--- src/rtl/cv32e40x_wb_stage_if.sv ---
// -----------------------------------------------------------------------------
// cv32e40x_wb_stage_if
// Bundles the signals between the write-back stage and its neighbours:
//   EX -> WB handshake and instruction fields (ex_*, wb_ready_o)
//   LSU read response                         (lsu_*)
//   RF write / forwarding port and retire     (rf_*_wb_o, wb_valid_o, wb_err_o)
// Signal suffixes are given from the write-back stage's point of view.
//   slave  : used by the write-back stage itself
//   master : used by whatever drives EX/LSU and observes the RF port
// -----------------------------------------------------------------------------
interface cv32e40x_wb_stage_if #(
   parameter int AW = 5
);
   logic          ex_wb_valid_i;
   logic          wb_ready_o;
   logic          ex_rf_we_i;
   logic [AW-1:0] ex_rf_waddr_i;
   logic [31:0]   ex_rf_wdata_i;
   logic          ex_load_i;
   logic [1:0]    ex_lsu_size_i;
   logic          ex_lsu_sext_i;
   logic [1:0]    ex_lsu_offset_i;
   logic          lsu_rvalid_i;
   logic [31:0]   lsu_rdata_i;
   logic          lsu_err_i;
   logic          rf_we_wb_o;
   logic [AW-1:0] rf_waddr_wb_o;
   logic [31:0]   rf_wdata_wb_o;
   logic          wb_valid_o;
   logic          wb_err_o;

   modport slave (
      input  ex_wb_valid_i, ex_rf_we_i, ex_rf_waddr_i, ex_rf_wdata_i,
             ex_load_i, ex_lsu_size_i, ex_lsu_sext_i, ex_lsu_offset_i,
             lsu_rvalid_i, lsu_rdata_i, lsu_err_i,
      output wb_ready_o, rf_we_wb_o, rf_waddr_wb_o, rf_wdata_wb_o,
             wb_valid_o, wb_err_o
   );

   modport master (
      output ex_wb_valid_i, ex_rf_we_i, ex_rf_waddr_i, ex_rf_wdata_i,
             ex_load_i, ex_lsu_size_i, ex_lsu_sext_i, ex_lsu_offset_i,
             lsu_rvalid_i, lsu_rdata_i, lsu_err_i,
      input  wb_ready_o, rf_we_wb_o, rf_waddr_wb_o, rf_wdata_wb_o,
             wb_valid_o, wb_err_o
   );
endinterface

--- src/rtl/cv32e40x_wb_stage.sv ---
// -----------------------------------------------------------------------------
// cv32e40x_wb_stage
// Write-back stage directly downstream of EX. Holds one retiring instruction.
// Loads wait for the LSU response, which is aligned/extended here; everything
// else writes its EX result. The RF write port doubles as the WB->ID forwarding
// source. EX is backpressured through wb_ready_o.
// Ports:
//   clk  : clock, rising edge
//   rst  : asynchronous reset, active-high
//   wb   : cv32e40x_wb_stage_if.slave (EX handshake, LSU response, RF port)
// Parameters:
//   REGFILE_AW : register file address width (must match the interface AW)
//   BLOCK_X0   : 1 suppresses RF writes to x0
// -----------------------------------------------------------------------------
module cv32e40x_wb_stage #(
   parameter int REGFILE_AW = 5,
   parameter bit BLOCK_X0   = 1'b1
) (
   input  logic                clk,
   input  logic                rst,
   cv32e40x_wb_stage_if.slave  wb
);

   typedef enum logic [1:0] {
      S_IDLE = 2'd0,   // no entry
      S_FULL = 2'd1,   // non-load entry, retires immediately
      S_WAIT = 2'd2    // load entry waiting for its LSU response
   } state_e;

   typedef struct packed {
      logic                  we;
      logic [REGFILE_AW-1:0] waddr;
      logic [31:0]           wdata;
      logic [1:0]            size;
      logic                  sext;
      logic [1:0]            offset;
   } entry_t;

   state_e state_q, state_d;
   entry_t entry_q, entry_d;

   logic        retire;
   logic        ready;
   logic        accept;
   logic        lsu_err;
   logic        x0_block;
   logic        rf_we;
   logic [31:0] shifted;
   logic [31:0] load_data;

   // ---------------------------------------------------------------------------
   // Handshake
   // ---------------------------------------------------------------------------
   // A response is only meaningful in WAIT; in IDLE/FULL (including the cycle a
   // load is being accepted) it belongs to no entry and is ignored.
   assign retire  = (state_q == S_FULL) || ((state_q == S_WAIT) && wb.lsu_rvalid_i);
   assign ready   = (state_q == S_IDLE) || retire;
   assign accept  = wb.ex_wb_valid_i && ready;
   assign lsu_err = (state_q == S_WAIT) && wb.lsu_rvalid_i && wb.lsu_err_i;

   // ---------------------------------------------------------------------------
   // FSM: state register and captured entry
   // ---------------------------------------------------------------------------
   always_ff @(posedge clk or posedge rst) begin
      if (rst) begin
         state_q <= S_IDLE;
         entry_q <= '0;
      end else begin
         state_q <= state_d;
         entry_q <= entry_d;
      end
   end

   always_comb begin
      state_d = state_q;
      entry_d = entry_q;
      // Accept wins over retire-to-IDLE so a retiring entry is replaced in the
      // same cycle without a bubble.
      if (accept) begin
         state_d        = wb.ex_load_i ? S_WAIT : S_FULL;
         entry_d.we     = wb.ex_rf_we_i;
         entry_d.waddr  = wb.ex_rf_waddr_i;
         entry_d.wdata  = wb.ex_rf_wdata_i;
         entry_d.size   = wb.ex_lsu_size_i;
         entry_d.sext   = wb.ex_lsu_sext_i;
         entry_d.offset = wb.ex_lsu_offset_i;
      end else if (retire) begin
         state_d = S_IDLE;
      end
   end

   // ---------------------------------------------------------------------------
   // Load alignment
   // ---------------------------------------------------------------------------
   // Bus word is shifted down by the byte offset with zero fill. Misaligned
   // half/word loads are split upstream, so no wrap-around is needed here.
   assign shifted = wb.lsu_rdata_i >> {entry_q.offset, 3'b000};

   always_comb begin
      load_data = shifted;
      case (entry_q.size)
         2'b00:   load_data = {{24{entry_q.sext & shifted[7]}},  shifted[7:0]};
         2'b01:   load_data = {{16{entry_q.sext & shifted[15]}}, shifted[15:0]};
         default: load_data = shifted;
      endcase
   end

   // ---------------------------------------------------------------------------
   // RF write port / retire outputs
   // ---------------------------------------------------------------------------
   assign x0_block = BLOCK_X0 && (entry_q.waddr == '0);
   assign rf_we    = retire && entry_q.we && !lsu_err && !x0_block;

   assign wb.wb_ready_o    = ready;
   assign wb.wb_valid_o    = retire;
   assign wb.wb_err_o      = lsu_err;
   assign wb.rf_we_wb_o    = rf_we;
   assign wb.rf_waddr_wb_o = (state_q != S_IDLE) ? entry_q.waddr : '0;
   // Data is forced to zero whenever no write happens so forwarding consumers
   // never see stale values.
   assign wb.rf_wdata_wb_o = !rf_we                ? 32'h0     :
                             (state_q == S_WAIT)   ? load_data : entry_q.wdata;

endmodule

--- src/flat_wrapper.sv ---
// flat-port wrapper written by rule: the top's interface ports become plain ports
module cv32e40x_wb_stage_flat 
#(
   parameter int REGFILE_AW = 5,
   parameter bit BLOCK_X0   = 1'b1
)
  (clk, rst, wb_ex_wb_valid_i, wb_ex_rf_we_i, wb_ex_rf_waddr_i, wb_ex_rf_wdata_i, wb_ex_load_i, wb_ex_lsu_size_i, wb_ex_lsu_sext_i, wb_ex_lsu_offset_i, wb_lsu_rvalid_i, wb_lsu_rdata_i, wb_lsu_err_i, wb_wb_ready_o, wb_rf_we_wb_o, wb_rf_waddr_wb_o, wb_rf_wdata_wb_o, wb_wb_valid_o, wb_wb_err_o);
  cv32e40x_wb_stage_if #(.AW(5)) wb_i ();
  input  logic clk;
  input  logic rst;
  input wire logic [$bits(wb_i.ex_wb_valid_i)-1:0] wb_ex_wb_valid_i;
  input wire logic [$bits(wb_i.ex_rf_we_i)-1:0] wb_ex_rf_we_i;
  input wire logic [$bits(wb_i.ex_rf_waddr_i)-1:0] wb_ex_rf_waddr_i;
  input wire logic [$bits(wb_i.ex_rf_wdata_i)-1:0] wb_ex_rf_wdata_i;
  input wire logic [$bits(wb_i.ex_load_i)-1:0] wb_ex_load_i;
  input wire logic [$bits(wb_i.ex_lsu_size_i)-1:0] wb_ex_lsu_size_i;
  input wire logic [$bits(wb_i.ex_lsu_sext_i)-1:0] wb_ex_lsu_sext_i;
  input wire logic [$bits(wb_i.ex_lsu_offset_i)-1:0] wb_ex_lsu_offset_i;
  input wire logic [$bits(wb_i.lsu_rvalid_i)-1:0] wb_lsu_rvalid_i;
  input wire logic [$bits(wb_i.lsu_rdata_i)-1:0] wb_lsu_rdata_i;
  input wire logic [$bits(wb_i.lsu_err_i)-1:0] wb_lsu_err_i;
  output wire logic [$bits(wb_i.wb_ready_o)-1:0] wb_wb_ready_o;
  output wire logic [$bits(wb_i.rf_we_wb_o)-1:0] wb_rf_we_wb_o;
  output wire logic [$bits(wb_i.rf_waddr_wb_o)-1:0] wb_rf_waddr_wb_o;
  output wire logic [$bits(wb_i.rf_wdata_wb_o)-1:0] wb_rf_wdata_wb_o;
  output wire logic [$bits(wb_i.wb_valid_o)-1:0] wb_wb_valid_o;
  output wire logic [$bits(wb_i.wb_err_o)-1:0] wb_wb_err_o;
  assign wb_i.ex_wb_valid_i = wb_ex_wb_valid_i;
  assign wb_i.ex_rf_we_i = wb_ex_rf_we_i;
  assign wb_i.ex_rf_waddr_i = wb_ex_rf_waddr_i;
  assign wb_i.ex_rf_wdata_i = wb_ex_rf_wdata_i;
  assign wb_i.ex_load_i = wb_ex_load_i;
  assign wb_i.ex_lsu_size_i = wb_ex_lsu_size_i;
  assign wb_i.ex_lsu_sext_i = wb_ex_lsu_sext_i;
  assign wb_i.ex_lsu_offset_i = wb_ex_lsu_offset_i;
  assign wb_i.lsu_rvalid_i = wb_lsu_rvalid_i;
  assign wb_i.lsu_rdata_i = wb_lsu_rdata_i;
  assign wb_i.lsu_err_i = wb_lsu_err_i;
  assign wb_wb_ready_o = wb_i.wb_ready_o;
  assign wb_rf_we_wb_o = wb_i.rf_we_wb_o;
  assign wb_rf_waddr_wb_o = wb_i.rf_waddr_wb_o;
  assign wb_rf_wdata_wb_o = wb_i.rf_wdata_wb_o;
  assign wb_wb_valid_o = wb_i.wb_valid_o;
  assign wb_wb_err_o = wb_i.wb_err_o;
  cv32e40x_wb_stage #(.REGFILE_AW(REGFILE_AW), .BLOCK_X0(BLOCK_X0)) u_core (.clk(clk), .rst(rst), .wb(wb_i));
endmodule
--- config.mk ---
export PLATFORM = sky130hd
export DESIGN_NAME = cv32e40x_wb_stage_flat
export DESIGN_NICKNAME = d
export VERILOG_FILES = /design/src/rtl/cv32e40x_wb_stage_if.sv /design/src/rtl/cv32e40x_wb_stage.sv /design/src/flat_wrapper.sv
export SDC_FILE = /design/constraint.sdc
export NUM_CORES = 1
export LEC_CHECK = 0
export BUFFER_PORTS_ARGS = -buffer_cell sky130_fd_sc_hd__buf_2
export CORE_MARGIN = 2
export CORE_UTILIZATION = 43
export DETAILED_ROUTE_END_ITERATION = 7
export GPL_ROUTABILITY_DRIVEN = 0
export PLACE_DENSITY_LB_ADDON = 0.25
export SYNTH_ARGS = -nofsm -noshare
export SYNTH_HDL_FRONTEND = slang
export SYNTH_SLANG_ARGS = --single-unit
--- constraint.sdc ---
create_clock -name clk -period 1.88 [get_ports clk]
set_clock_uncertainty 0.15 [all_clocks]
set_input_delay 0.094 -clock clk [delete_from_list [all_inputs] [get_ports clk]]
set_output_delay 0.094 -clock clk [all_outputs]
set_load 0.02 [all_outputs]
==> results of run 1 <==
==> report_power, final <==
group	total [mW]	leakage [nW]	internal, mW	switching (mW)
Combinational	1.97	1.63	0.957	1.01
Sequential	1.31	0.525	1.16	0.141
Clock	0.777	0.0574	0.433	0.345
==> final timing paths <==
path | slack (ps) | start | depth (start not counted) | to
setup reg to reg | 60 | u_core.state_q[0] | 6 | u_core.state_q[0]
min in group asynchronous | 200 | rst | 3 | u_core.entry_q[37]
hold reg to reg | 340 | u_core.entry_q[5] | 1 | u_core.entry_q[5]
hold / removal | 120 | wb_lsu_rvalid_i | 5 | u_core.state_q[1]
setup / recovery | -440 | u_core.entry_q[1] | 6 | wb_rf_wdata_wb_o[18]
max in group asynchronous | 760 | rst | 4 | u_core.entry_q[18]
==> area by class of cell <==
class,count,area (µm²)
Fill cell,399,1440
Multi-Input combinational cell,198,1930
Clock buffer,6,82.6
Timing Repair Buffer,199,1610
Inverter,4,22.5
Tap cell,77,96.3
Sequential cell,45,1130
Timing Repair inverter,1,11.3
Antenna cell,1,2.50
Clock inverter,2,37.5
==> through the flow <==
| stage | hold slack [ps] | worst slack [ps] | cells |
|---|---|---|---|
| floorplan | 51.2 | -131 | 270 |
| global placement | -22.8 | -101 | 472 |
| detailed placement | -11.4 | -160 | 472 |
| CTS | 75.9 | -446 | 530 |
| global route | 136 | -516 | 532 |
| finish | 122 | -441 | 533 |
==> worst register-to-register path: cells and delay by family (launching register included) <==
family,cells,cell delay [ps]
buf+inv,3,880
compound gates,2,300
flops,1,380
simple gates,1,40
==> synthesized netlist by cell type <==
master / number
o21ai_1: 2
buf_2: 10
o2bb2ai_1: 7
a31o_2: 1
nand2b_1: 4
buf_1: 2
nand2_1: 21
inv_2: 1
dfrtp_1: 45
a21o_1: 1
nand3b_1: 2
or4_1: 1
and3_1: 1
mux2i_1: 17
buf_4: 1
or2_2: 1
or2_1: 1
o21ai_4: 1
o221a_1: 15
mux2_2: 7
o2bb2ai_4: 1
o211ai_1: 7
o21a_1: 1
nor2b_1: 8
mux4_2: 1
a311o_1: 1
mux2_1: 43
clkbuf_1: 8
inv_1: 3
nor3_1: 8
nor2_1: 19
a21oi_1: 17
o21ai_0: 1
buf_6: 2
and2_1: 9
==> layer usage <==
metal / vias to the layer above / wire (µm)
met4: 0 / 219
met2: 107 / 4740
met5: - / 0
li1: 1350 / -
met1: 1380 / 3870
met3: 19 / 575
==> logic make-up (layout without fill, tap and decap cells) <==
logic type             Yosys count  after routing  share of synthesized area
AND/OR/NAND/NOR                 75             75                      0.128
AO/OA/AOI/OAI                   55             55                      0.162
multiplexers                    68             68                      0.266
buffers and inverters           27            212                     0.0467
other                            0              1                          0
flip-flops                      45             45                      0.397
==> flip-flops by register name, indices dropped and copies added (netlist names) <==
name and cells:
u_core.entry_q 43, u_core.state_q 2
==> what timing repair did <==
action / in CTS / in global routing
hold buffers: 47 / 0
gates cloned: 2 / 0
setup buffers: 1 / 2
gates resized for setup: 44 / 66
endpoints found under the setup margin: 34 / 37
pin swaps: 0 / 5
hold endpoints to repair: 65 / 0
==> impl_metrics.env, run 1 <==
export IMPL_synth_distinct_cells=35
export IMPL_worst_pin_slew_ps=474
export IMPL_crit_type="reg -> out"
export IMPL_worstPathRequired_ps=1640
export IMPL_root_buffer="clkbuf_8"
export IMPL_netlist_area_mm2=0.00284
export IMPL_tns_ps=-12620
export IMPL_grt_overflow=0
export IMPL_violations="setup timing"
export IMPL_finish_utilization=0.774
export IMPL_num_rows=29
export IMPL_first_global_vias=2951
export IMPL_grt_met3_usage=0.0438
export IMPL_ir_drop_mv=0.535
export IMPL_fp_dieW_um=85.2
export IMPL_io_pins=122
export IMPL_grt_max_degree=29
export IMPL_crit_family="multiplexers"
export IMPL_dr_pass1_iters=4
export IMPL_synth_nets=351
export IMPL_syn2layout_area_growth_pct=73.2
export IMPL_grt_busiest_layer="met2"
export IMPL_cts_tree="done"
export IMPL_antenna_found_initial=0
export IMPL_port_buffers=121
export IMPL_viasPerCell=5.36
export IMPL_final_common_cell="buf_2"
export IMPL_drive_gt1_frac=0.479
export IMPL_grt_setup_unrepaired="true"
export IMPL_fp_coreArea_mm2=0.00635
export IMPL_place_area_mm2=0.00385
export IMPL_dieArea_mm2=0.00727
export IMPL_synth_area_leaders="dfrtp_1 (40%), mux2_1 (17%), mux2i_1 (6.0%)"
export IMPL_setup_ws_ps=-441
export IMPL_min_period_over_period=1.23
export IMPL_grt_pass1_wl_um=14400
export IMPL_drt_iter0_markers=124
export IMPL_grtUsageMet1=0.324
export IMPL_leakage_nw=2.21
export IMPL_wirelength_um=9400
export IMPL_ys_ff_latch=45
export IMPL_total_power_mw=4.05
export IMPL_syn_avg_cell_area_um2=10.5
export IMPL_cp_max_fo=16
export IMPL_clk_path_buf_depth=2
export IMPL_critPathMaxStageDelay_ps=590
export IMPL_initial_core_util=0.447
export IMPL_path_clk_slew_ps=90
export IMPL_synth_top_area_frac=0.397
export IMPL_avgRoutedWirePerCell_um=17.6
export IMPL_startpoint_type="register"
export IMPL_ant_nets=0
export IMPL_drv_cap=0
export IMPL_nNetsFinal=535
export IMPL_crit_buf_inv=2
export IMPL_max_slew_margin=0.684
export IMPL_worstPathCellList="mux4_2, o2bb2ai_4, o21ai_4, buf_12, o221a_1, buf_6"
export IMPL_max_freq_ghz=0.431
export IMPL_numCtsBuffers=5
export IMPL_cp_arrival_ps=2080
export IMPL_yosys_warnings=0
export IMPL_finalInstanceArea_mm2=0.00491
export IMPL_clk_latency_ps=300
export IMPL_track_usage=0.251
export IMPL_fin_crit_ps=2320
export IMPL_htreeDepth=2
export IMPL_use_met2=0.428
export IMPL_critPathSlowestCell="mux4_2"
export IMPL_cts_sinks=45
export IMPL_outcome="complete, but fails checks"
export IMPL_die_h_um=85.2
export IMPL_syn_inst=270
export IMPL_detailed_place_hpwl_um=6170
export IMPL_synth_largest_area_cell="dfrtp_1"
export IMPL_setup_viol=33
export IMPL_vias=2856
export IMPL_final_cell_mix="buf_2 (90), dlygate4sd3_1 (47), dfrtp_1 (44)"
export IMPL_hp_class="in -> reg"
export IMPL_p_per_area_mw_per_mm2=825
export IMPL_post_route_drc_count=0
export IMPL_yosysSeqAreaShare=0.397
export IMPL_hold_viol=0
export IMPL_slew_violations=0
export IMPL_endpoint_kind="output port"
(Power assumes the default switching activity.)
==> inputs of run 2 (changes only) <==
--- a/config.mk
+++ b/config.mk
@@ -7,7 +7,8 @@
 export LEC_CHECK = 0
 export BUFFER_PORTS_ARGS = -buffer_cell sky130_fd_sc_hd__buf_2
 export CORE_MARGIN = 2
-export CORE_UTILIZATION = 43
+export CORE_UTILIZATION = 45
+export CTS_BUF_LIST = sky130_fd_sc_hd__clkbuf_2
 export DETAILED_ROUTE_END_ITERATION = 7
 export GPL_ROUTABILITY_DRIVEN = 0
 export PLACE_DENSITY_LB_ADDON = 0.25
==> run 2 against run 1 <==
The flow still finishes with violations (setup timing). First-iteration DRC count is 67% higher. Global-route usage increased by 1.3 points. Cell area up 0.59%. Register-to-register slack lost 40 ps. Critical path depth up 2. Final cell count increased by 0.38%. Setup slack worse by 190 ps. Utilization increased by 5.1 points. Highest routed layer unchanged.
==> impl_metrics.env, run 2 (synthesized netlist as in run 1, its figures left out) <==
export IMPL_num_rows=28
export IMPL_crit_family="buffers and inverters"
export IMPL_numCtsBuffers=5
export IMPL_worstPathCellList="buf_4, buf_4, mux2i_4, o2bb2ai_4, o21ai_4, buf_12, o221a_1, buf_6"
export IMPL_cp_arrival_ps=2270
export IMPL_fp_coreArea_mm2=0.00599
export IMPL_total_power_mw=3.89
export IMPL_port_buffers=121
export IMPL_final_common_cell="buf_2"
export IMPL_die_h_um=83.4
export IMPL_track_usage=0.264
export IMPL_regMostFlops="u_core.entry_q"
export IMPL_finalHoldWorstSlack_ps=75.8
export IMPL_post_route_drc_count=0
export IMPL_p_per_area_mw_per_mm2=788
export IMPL_syn2layout_area_growth_pct=74.2
export IMPL_grt_max_degree=24
export IMPL_reg2reg_setup_slack_ps=20
export IMPL_ir_drop_mv=0.671
export IMPL_reg_top3="u_core.entry_q: 43 flops, u_core.state_q: 2 flops"
export IMPL_max_slew_margin=0.655
export IMPL_drt_iter0_markers=207
export IMPL_setup_ws_ps=-635
export IMPL_critPathSlowestCell="dfrtp_1"
export IMPL_crit_buf_inv=4
export IMPL_fin_cells=535
export IMPL_antenna_cells=0
export IMPL_drv_cap=0
export IMPL_setup_viol=34
export IMPL_fp_dieW_um=83.4
export IMPL_cts_tree="done"
export IMPL_worst_pin_slew_ps=517
export IMPL_crit_type="reg -> out"
export IMPL_dr_pass1_iters=4
export IMPL_detailed_place_hpwl_um=6180
export IMPL_slew_violations=0
export IMPL_dp_cells=472
export IMPL_clk_path_buf_depth=2
export IMPL_pre_cts_slack_ps=-146
export IMPL_root_buffer="clkbuf_2"
export IMPL_largest_reg_flops=43
export IMPL_ant_nets=0
export IMPL_worstPathRequired_ps=1640
export IMPL_min_period_over_period=1.34
export IMPL_path_clk_slew_ps=230
export IMPL_fin_crit_ps=2520
export IMPL_outcome="complete, but fails checks"
export IMPL_avgRoutedWirePerCell_um=18.3
export IMPL_drive_gt1_frac=0.489
export IMPL_io_pins=122
export IMPL_crit_top_cell="buf_4"
export IMPL_htreeDepth=2
export IMPL_cp_max_fo=8
export IMPL_grt_overflow=0
export IMPL_first_global_vias=2988
export IMPL_dieArea_mm2=0.00696
export IMPL_viasPerCell=5.48
export IMPL_critPathMaxStageDelay_ps=460
export IMPL_wirelength_um=9780
export IMPL_leakage_nw=2.23
export IMPL_initial_core_util=0.474
export IMPL_hp_class="in -> async"
export IMPL_clk_latency_ps=420
export IMPL_cts_sinks=45
export IMPL_startpoint_type="register"
export IMPL_grt_pass1_wl_um=14800
export IMPL_vias=2932
export IMPL_final_cell_mix="buf_2 (86), dlygate4sd3_1 (47), dfrtp_1 (45)"
export IMPL_max_freq_ghz=0.398
export IMPL_violations="setup timing"
export IMPL_fillers=362
export IMPL_finish_utilization=0.825
export IMPL_endpoint_kind="output port"
export IMPL_antenna_found_initial=0
export IMPL_nNetsFinal=540
export IMPL_grt_setup_unrepaired="true"
export IMPL_hold_viol=0
==> run 2: cell types whose count changed in the layout (fill, tap and decap cells not counted), sizes merged <==
cell and change:
diode -1, clkinv +1, buf +4, clkbuf +1
inv -1
==> run 2: layout make-up <==
type                       instances  area [µm²]  share of cell area
timing repair buffer             205        1690               0.341
tap                               75        93.8              0.0190
multi-input combinational        198        1950               0.394
inverter                           4        22.5             0.00456
clock buffer                       5        25.0             0.00506
clock inverter                     3        41.3             0.00835
sequential                        45        1130               0.228
==> run 2: power by group <==
| group | total [mW] | internal [mW] | leakage (nW) | switching, mW |
|---|---|---|---|---|
| Clock | 0.543 | 0.220 | 0.0366 | 0.323 |
| Combinational | 2.05 | 1.01 | 1.67 | 1.03 |
| Sequential | 1.30 | 1.16 | 0.526 | 0.141 |
==> run 2: path summary, 6_finish.rpt <==
kind                                             end  depth (start not counted)               start
worst max-delay path            wb_rf_wdata_wb_o[20]                          8   u_core.entry_q[1]
worst min-delay path               u_core.entry_q[5]                          3                 rst
worst max register to register    u_core.entry_q[27]                          6   u_core.state_q[0]
worst min register to register    u_core.entry_q[28]                          1  u_core.entry_q[28]
max in group asynchronous         u_core.entry_q[19]                          4                 rst
min in group clk                   u_core.state_q[0]                          6     wb_lsu_rvalid_i
==> run 2: per-stage QoR <==
| stage | area [µm²] | TNS (ps) |
|---|---|---|
| after global placement | 3870 | -1450 |
| final | 4940 | -18130 |
| after CTS | 4690 | -18870 |
| after global routing | 4940 | -21990 |
| after detailed placement | 3870 | -2600 |
| after floorplan | 3000 | -5310 |
==> run 2: routing by layer <==
metal | vias to the layer above | wire length, µm | global-route usage | share of wire
li1 | 1362 | - | - | -
met1 | 1431 | 3930 | 0.353 | 0.40
met2 | 114 | 5000 | 0.448 | 0.51
met3 | 25 | 615 | 0.0437 | 0.063
met4 | 0 | 235 | 0.0645 | 0.024
met5 | - | 0 | 0 | 0
==> run 2: worst min-delay path, cell delays in order <==
cell,delay [ps]
dlygate4sd3_1,540
buf_2,130
inv_2,380
==> run 2: repair_timing <==
| item | 4_1_cts | 5_1_grt |
|---|---|---|
| resized for setup | 58 | 58 |
| setup buffers | 4 | 3 |
| endpoints found under the setup margin | 34 | 41 |
| pin swaps | 0 | 19 |
| cloned | 2 | 2 |
| hold endpoints to repair | 90 | 0 |
| hold buffers | 48 | 0 |
==> inputs of run 3 (changes only) <==
==> constraint.sdc (replaced) <==
create_clock -name clk -period 2.1 [get_ports clk]
set_clock_uncertainty 0.15 [all_clocks]
set_input_delay 0.105 -clock clk [delete_from_list [all_inputs] [get_ports clk]]
set_output_delay 0.105 -clock clk [all_outputs]
set_load 0.02 [all_outputs]
==> run 3 against run 2 <==
Sequential cell count did not move. Critical endpoint is now wb_rf_wdata_wb_o[23]. Register-to-register slack better by 200 ps. Via count shrank 2.3%. Final cell count shrank 0.75%. The run still ends with setup timing left. Highest routed layer unchanged. Utilization shrank 7.8 points. Clock power down 13%. Largest power group unchanged.
==> impl_metrics.env, run 3 (synthesized netlist as in run 1, its figures left out) <==
export IMPL_outcome="complete, but fails checks"
export IMPL_violations="setup timing"
export IMPL_clk_path_buf_depth=2
export IMPL_clk_latency_ps=400
export IMPL_ir_drop_mv=0.482
export IMPL_vias=2866
export IMPL_drt_iter0_markers=164
export IMPL_dieArea_mm2=0.00696
export IMPL_finalHoldWorstSlack_ps=34.2
export IMPL_p_switching_mw=1.16
export IMPL_startpoint_type="register"
export IMPL_tns_ps=-9280
export IMPL_avgRoutedWirePerCell_um=16.6
export IMPL_worstPathRequired_ps=1850
export IMPL_grt_setup_unrepaired="true"
export IMPL_cts_tree="done"
export IMPL_antenna_found_initial=0
export IMPL_post_route_drc_count=0
export IMPL_max_freq_ghz=0.415
export IMPL_htreeDepth=2
export IMPL_switching_share=0.367
export IMPL_power_share_sequential=0.367
export IMPL_wirelength_um=8820
export IMPL_crit_type="reg -> out"
export IMPL_hold_viol=0
export IMPL_power_frac_comb=0.483
export IMPL_die_h_um=83.4
export IMPL_cp_max_fo=2
export IMPL_pre_cts_slack_ps=126
export IMPL_regMostFlops="u_core.entry_q"
export IMPL_ant_nets=0
export IMPL_regArea_mm2=0.00113
export IMPL_cts_sinks=45
export IMPL_multi_input_area_mm2=0.00168
export IMPL_viasPerCell=5.40
export IMPL_worst_pin_slew_ps=396
export IMPL_track_usage=0.247
export IMPL_largest_reg_flops=43
export IMPL_nNetsFinal=536
export IMPL_grt_max_degree=30
export IMPL_fin_crit_ps=2410
export IMPL_final_cell_mix="buf_2 (109), dlygate4sd3_1 (48), mux2_1 (43), dfrtp_1 (43), buf_4 (28)"
export IMPL_fp_coreArea_mm2=0.00599
export IMPL_reg_top3="u_core.entry_q: 43 flops, u_core.state_q: 2 flops"
export IMPL_io_pins=122
export IMPL_cellInternalPower_mw=2.01
export IMPL_leakage_nw=2.11
export IMPL_grt_pass1_wl_um=14000
export IMPL_num_rows=28
export IMPL_antenna_cells=0
export IMPL_drv_cap=0
export IMPL_p_per_area_mw_per_mm2=709
export IMPL_hp_class="in -> async"
export IMPL_fp_dieW_um=83.4
export IMPL_path_clk_slew_ps=220
export IMPL_setup_viol=33
export IMPL_syn2layout_area_growth_pct=57.7
export IMPL_cp_arrival_ps=2150
export IMPL_first_global_vias=2922
export IMPL_endpoint_kind="output port"
export IMPL_max_slew_margin=0.736
export IMPL_numCtsBuffers=5
export IMPL_root_buffer="clkbuf_2"
export IMPL_detailed_place_hpwl_um=6030
export IMPL_grt_overflow=0
export IMPL_rr_worst_depth=5
export IMPL_initial_core_util=0.474
export IMPL_drive_gt1_frac=0.421
export IMPL_p_clk_frac=0.150
export IMPL_port_buffers=121
export IMPL_dr_pass1_iters=4
export IMPL_finish_utilization=0.747
export IMPL_dp_cells=459
export IMPL_final_common_cell="buf_2"
export IMPL_fin_cells=531
export IMPL_fillers=448
export IMPL_setup_ws_ps=-309
export IMPL_slew_violations=0
export IMPL_min_period_over_period=1.15
==> run 3: layout make-up <==
cell class	count	share of cell area
clock buffer	6	0.00671
timing repair buffer	201	0.333
sequential	45	0.252
clock inverter	2	0.00755
tap	75	0.0210
inverter	4	0.00503
multi-input combinational	198	0.374
==> run 3: path summary, 6_finish.rpt <==
kind / startpoint / endpoint / slack [ps]
worst max-delay path: u_core.entry_q[41] / wb_rf_wdata_wb_o[23] / -310
worst min-delay path: rst / u_core.entry_q[35] / 30
worst max register to register: u_core.state_q[0] / u_core.entry_q[14] / 220
worst min register to register: u_core.entry_q[20] / u_core.entry_q[20] / 370
max in group asynchronous: rst / u_core.entry_q[0] / 1020
min in group clk: wb_ex_rf_wdata_i[21] / u_core.entry_q[26] / 280
==> run 3: power by group through the flow <==
| stage | Sequential (mW) | Clock, mW | Combinational (mW) |
|---|---|---|---|
| floorplan | 1.13 | 0 | 0.851 |
| global placement | 1.17 | 0 | 1.21 |
| detailed placement | 1.17 | 0 | 1.23 |
| CTS | 1.15 | 0.488 | 1.41 |
| global route | 1.19 | 0.516 | 1.65 |
| finish | 1.16 | 0.475 | 1.53 |
==> run 3: worst max-delay path, stage by stage (launching register included) <==
cell and delay, ps:
dfrtp_1 430, or4_4 560, o21ai_4 170, buf_4 130
buf_4 90, buf_4 90, a21oi_1 30, o21a_1 120
buf_6 130
==> run 3: repair_timing <==
| item | 4_1_cts | 5_1_grt |
|---|---|---|
| hold buffers | 48 | 0 |
| pin swaps | 2 | 1 |
| resized for setup | 22 | 25 |
| setup endpoints to repair | 33 | 34 |
| gates cloned | 1 | 1 |
| endpoints found under the hold margin | 90 | 0 |
| setup buffers | 7 | 9 |
==> run 3: per-stage QoR <==
step                      total power, mW  area, µm²
after CTS                            3.05       4300
after global routing                 3.36       4470
after detailed placement             2.40       3610
final                                3.17       4470
after global placement               2.38       3610
after floorplan                      1.98       2840
==> run 3: routing by layer <==
metal | part of all wire | wire length (µm) | global-route usage
met1 | 0.40 | 3520 | 0.292
met5 | 0 | 0 | 0
met3 | 0.072 | 637 | 0.0606
met2 | 0.50 | 4410 | 0.443
met4 | 0.028 | 251 | 0.0777
